## config.mk

```make
export PLATFORM = sky130hd
export DESIGN_NAME = delay_meter
export DESIGN_NICKNAME = d
export VERILOG_FILES = /design/src/rtl/delay_meter.sv
export SDC_FILE = /design/constraint.sdc
export NUM_CORES = 1
export LEC_CHECK = 0
export CORE_UTILIZATION = 60
export DETAILED_ROUTE_END_ITERATION = 16
export PLACE_DENSITY_LB_ADDON = 0.25
export SLEW_MARGIN = 30
export SYNTH_ARGS = -nofsm -noshare
export SYNTH_HDL_FRONTEND = slang
export SYNTH_SLANG_ARGS = --single-unit
```

## constraint.sdc

```tcl
create_clock -name clk_Meter -period 8 [get_ports clk_Meter]
set_input_delay 1.2 -clock clk_Meter [delete_from_list [all_inputs] [get_ports clk_Meter]]
set_output_delay 1.2 -clock clk_Meter [all_outputs]
set_load 0.05 [all_outputs]
```

## src/rtl/delay_meter.sv

```systemverilog
// Interval meter: counts clk_Meter cycles from a synchronized start-pulse rise to a stop-pulse rise.
// Pulse-to-FSM latency SYNC_STAGES+1 edges; result/valid visible after the DONE-entry edge; no backpressure.
module delay_meter #(
  parameter int WIDTH       = 35,
  parameter int SYNC_STAGES = 2
) (
  input  logic             clk_Meter,
  input  logic             rst_Meter,
  input  logic             ME_arm,
  input  logic             start_in,
  input  logic             stop_in,
  input  logic [WIDTH-1:0] timeout,
  output logic [WIDTH-1:0] ME_result,
  output logic             ME_valid,
  output logic             ME_timeout,
  output logic             ME_busy
);

  typedef enum logic [1:0] {
    ST_IDLE,
    ST_ARMED,
    ST_COUNT,
    ST_DONE
  } state_t;

  localparam logic [WIDTH-1:0] ONE = {{(WIDTH-1){1'b0}}, 1'b1};

  state_t                 state;
  state_t                 state_nxt;
  logic [SYNC_STAGES-1:0] start_sync;
  logic [SYNC_STAGES-1:0] stop_sync;
  logic                   start_prev;
  logic                   stop_prev;
  logic                   arm_q;
  logic                   start_edge;
  logic                   stop_edge;
  logic                   arm_rise;
  logic [WIDTH-1:0]       cnt;
  logic [WIDTH-1:0]       cnt_nxt;
  logic [WIDTH-1:0]       cnt_inc;
  logic [WIDTH-1:0]       eff_to;
  logic [WIDTH-1:0]       result_nxt;
  logic                   timeout_flag_nxt;

  // Both pulse paths are identical so the synchronizer delay cancels out of the interval.
  always_ff @(posedge clk_Meter) begin
    if (rst_Meter) begin
      start_sync <= '0;
      stop_sync  <= '0;
      start_prev <= 1'b0;
      stop_prev  <= 1'b0;
      arm_q      <= 1'b0;
    end else begin
      start_sync <= {start_sync[SYNC_STAGES-2:0], start_in};
      stop_sync  <= {stop_sync[SYNC_STAGES-2:0], stop_in};
      start_prev <= start_sync[SYNC_STAGES-1];
      stop_prev  <= stop_sync[SYNC_STAGES-1];
      arm_q      <= ME_arm;
    end
  end

  assign start_edge = start_sync[SYNC_STAGES-1] & ~start_prev;
  assign stop_edge  = stop_sync[SYNC_STAGES-1] & ~stop_prev;
  assign arm_rise   = ME_arm & ~arm_q;

  assign eff_to  = (timeout == '0) ? '1 : timeout;
  // cnt stays below eff_to, so the increment cannot wrap.
  assign cnt_inc = cnt + ONE;

  always_comb begin
    state_nxt        = state;
    cnt_nxt          = cnt;
    result_nxt       = ME_result;
    timeout_flag_nxt = ME_timeout;
    case (state)
      ST_IDLE: begin
        if (arm_rise) begin
          state_nxt = ST_ARMED;
        end
      end
      ST_ARMED: begin
        if (!ME_arm) begin
          state_nxt = ST_IDLE;
        end else if (start_edge && stop_edge) begin
          state_nxt        = ST_DONE;
          result_nxt       = '0;
          timeout_flag_nxt = 1'b0;
        end else if (start_edge) begin
          state_nxt = ST_COUNT;
          cnt_nxt   = '0;
        end
      end
      ST_COUNT: begin
        // A stop arriving on the timeout cycle is reported as a real measurement.
        if (!ME_arm) begin
          state_nxt = ST_IDLE;
        end else if (stop_edge) begin
          state_nxt        = ST_DONE;
          result_nxt       = cnt_inc;
          timeout_flag_nxt = 1'b0;
        end else if (cnt_inc >= eff_to) begin
          state_nxt        = ST_DONE;
          result_nxt       = eff_to;
          timeout_flag_nxt = 1'b1;
        end else begin
          cnt_nxt = cnt_inc;
        end
      end
      ST_DONE: begin
        state_nxt = ST_IDLE;
      end
      default: begin
        state_nxt = ST_IDLE;
      end
    endcase
  end

  always_ff @(posedge clk_Meter) begin
    if (rst_Meter) begin
      state      <= ST_IDLE;
      cnt        <= '0;
      ME_result  <= '0;
      ME_timeout <= 1'b0;
    end else begin
      state      <= state_nxt;
      cnt        <= cnt_nxt;
      ME_result  <= result_nxt;
      ME_timeout <= timeout_flag_nxt;
    end
  end

  assign ME_valid = (state == ST_DONE);
  assign ME_busy  = (state == ST_ARMED) || (state == ST_COUNT);

endmodule

```

==> results.json <==
{
  "rsz0062_at_grt": "false",
  "critPathLaunchType": "input pin",
  "synth_area_um2": 5660,
  "cts.clk_slew.worst_paths_ps": 90,
  "fmax_mhz": 166,
  "numPortBuffers": 77,
  "p_leak_nw": 2.39,
  "syn_avg_cell_area_um2": 7.85,
  "reg2reg_depth": 14,
  "power_density_nw_per_um2": 126,
  "worstPathMaxFanout": 36,
  "antenna_found_initial": 0,
  "syn_inst": 722,
  "yosysWarnings": 0,
  "grtUsageMet2_pct": 50.8,
  "synth_top_cell_by_area": "dfxtp_1",
  "crit_family": "simple AND/OR/NAND/NOR gates",
  "critPathRequiredTime_ps": 8280,
  "grt_pass1_vias": 5051,
  "ctsResizeCount": 0,
  "h-tree-depth": 3,
  "synth_edf_count": 0,
  "drt_first_pass_iters": 7,
  "p_int_uw": 596,
  "met1_usage_pct": 43.2,
  "final_common_cell": "nor2_1",
  "diodes": 0,
  "fin_crit_sh_pct": 75.1,
  "ys.flop_type": "dfxtp_1",
  "ys_ff_latch": 80,
  "syn_to_final_growth_pct": 17.1,
  "gp_congestion": 0.918,
  "drt-wirelength-per-cell_um": 17.4,
  "die_area_um2": 9830,
  "first_iter_violations": 348,
  "die_w_um": 99.2,
  "cts_sinks": 80,
  "start_util_pct": 61.6,
  "finalMaxSlewViolations": 0,
  "swShare_pct": 28.6,
  "crit_chain": "clkdlybuf4s50_1, nor4_1, nand4_1, nor3_2, buf_4, nor2_1, ha_1, nand4_1, nor4_1, a311oi_4, nor2_2, a221o_4, mux2i_1",
  "final_core_util_pct": 72.1,
  "slowest_stage": "nor3_2",
  "grt_busiest_layer": "met2",
  "cts_setup_buffers": 0,
  "async_flop_share_pct": 0,
  "layout.nets": 850,
  "critical_path_buf_inv_count": 2,
  "p_sw_uw": 239,
  "power_frac_comb_pct": 13.9,
  "use_met3_pct": 4.92,
  "wl_um": 15400,
  "ys_types": 51,
  "hold_violations": 0,
  "period_needed_ps": 6010,
  "fp-row-count": 35,
  "via_per_inst": 6.21,
  "setup.worst_path.class": "in -> reg",
  "cts_buffer_depth": 2,
  "irDropWorstVdd_v": 0.0000945,
  "dp_hpwl_um": 11200,
  "end_kind": "flip-flop",
  "drive_gt1_share_pct": 4.65,
  "syn_nets": 803,
  "seq_area_frac_synth_pct": 28.3,
  "layout_common_cells": "nor2_1, dfxtp_1, clkdlybuf4s50_1",
  "max-slew-margin-rel_pct": 36.9,
  "cts_tree": "done",
  "hold_path_class": "reg -> reg",
  "dieHeight_um": 99.2,
  "grt_pass1_wl_um": 24800,
  "drc_errors": 0,
  "setup_viol": 0,
  "hold_buffers": 0,
  "hold_depth": 1,
  "clk_latency_ps": 370,
  "via_count": 5493,
  "synthTopCellsByArea": "dfxtp_1, ha_1, mux2i_1",
  "critPathMaxStageDelay_ps": 800,
  "seq_power_share_pct": 48.2,
  "cp.depth": 13,
  "status": "finished clean",
  "cts_made_buffers": 9,
  "worstPathArrival_ps": 6290,
  "grt_overflow": 0,
  "grt_max_degree": 82,
  "core-area_um2": 9200,
  "maxCapViolCount": 0,
  "skew_ps": 13.4,
  "worstMarginPinSlew_ps": 947,
  "cts_root_buf": "clkbuf_8",
  "io_pins": 78,
  "ant_nets": 0,
  "setup_tns_ps": 0,
  "track_usage_pct": 31.7,
  "synth_top_area_share_pct": 28.3,
  "clkPwrFrac_pct": 37.9
}
==> final cells by class <==
| cell class | instances | area, µm² |
|---|---|---|
| multi-input cells | 574 | 3800 |
| fillers | 730 | 2560 |
| flip-flops and latches | 80 | 1600 |
| repair buffers | 84 | 818 |
| well taps | 111 | 139 |
| clock buffers | 9 | 124 |
| clock inverters | 7 | 77.6 |
| inverters | 20 | 75.1 |
==> through the flow <==
stage | std cells | power [mW] | area (µm²) | hold WS [ps] | worst slack (ps)
floorplan | 722 | 0.483 | 5660 | 414 | 3340
global placement | 869 | 0.522 | 6410 | 421 | 1680
detailed placement | 869 | 0.526 | 6430 | 426 | 1700
CTS | 885 | 0.835 | 6630 | 448 | 2070
global route | 885 | 0.864 | 6630 | 463 | 1700
finish | 885 | 0.835 | 6630 | 446 | 1990
==> sequential cells by signal, summed over array words and instances, names as in the netlist <==
register,count
ME_result,35
ME_timeout,1
arm_q,1
cnt,35
start_prev,1
start_sync,2
state,2
stop_prev,1
stop_sync,2
==> power groups by stage <==
stage | clock, mW | sequential, mW | combinational, mW
after floorplan | 0 | 0.411 | 0.0717
after global placement | 0 | 0.411 | 0.111
after detailed placement | 0 | 0.412 | 0.114
after CTS | 0.319 | 0.402 | 0.114
after global routing | 0.336 | 0.403 | 0.126
final | 0.317 | 0.402 | 0.116
==> worst paths after layout <==
path | slack [ps] | from | endpoint
worst max register to register | 3090 | cnt[0]$_SDFFE_PP0P_ | ME_result[24]$_SDFFE_PP0P_
worst max-delay path | 1990 | timeout[29] | ME_result[24]$_SDFFE_PP0P_
worst min-delay path | 450 | stop_sync[0]$_SDFF_PP0_ | stop_sync[1]$_SDFF_PP0_
worst min register to register | 450 | stop_sync[0]$_SDFF_PP0_ | stop_sync[1]$_SDFF_PP0_
==> cell families (layout without fill, tap and decap cells) <==
| logic type | after synthesis | count (layout) | share of synthesized area (%) |
|---|---|---|---|
| compound gates | 141 | 141 | 17.3 |
| xor+xnor | 33 | 33 | 5.10 |
| fa+ha+maj | 41 | 41 | 9.06 |
| buf+inv | 68 | 120 | 5.15 |
| flops | 80 | 80 | 28.3 |
| mux | 48 | 48 | 8.50 |
| simple gates | 311 | 311 | 26.7 |
==> per-layer routing <==
metal	part of all wire (%)	routed length (µm)	vias up
met4	1.7	267	0
li1	-	-	2666
met3	7.9	1220	25
met2	46	7090	246
met5	0	0	-
met1	44	6830	2556
==> cells in the mapped netlist (2+ instances only) <==
cell       instances
buf_1              3
a31oi_1           16
o311ai_0           5
buf_2              5
a21oi_1           20
o21a_1             4
o2111ai_1          2
nor3_1            11
nor2b_1            9
nand3b_1           5
ha_1              41
a211oi_1           2
o31ai_1            5
mux2i_1           47
o21ai_0           27
nand2_1           56
o21ai_1            3
or4_1              9
buf_6              4
nand2b_1          45
or3_1              3
nand4_1           19
o211ai_1          31
xor2_1            11
or2_2              2
clkbuf_1          36
and3_1             4
nor2_1           112
nor4_1            10
inv_1             20
and4_1             2
a21o_1             6
xnor2_1           22
dfxtp_1           80
nand3_1           22
a21boi_0           8
Power figures use the tool's default switching activity.
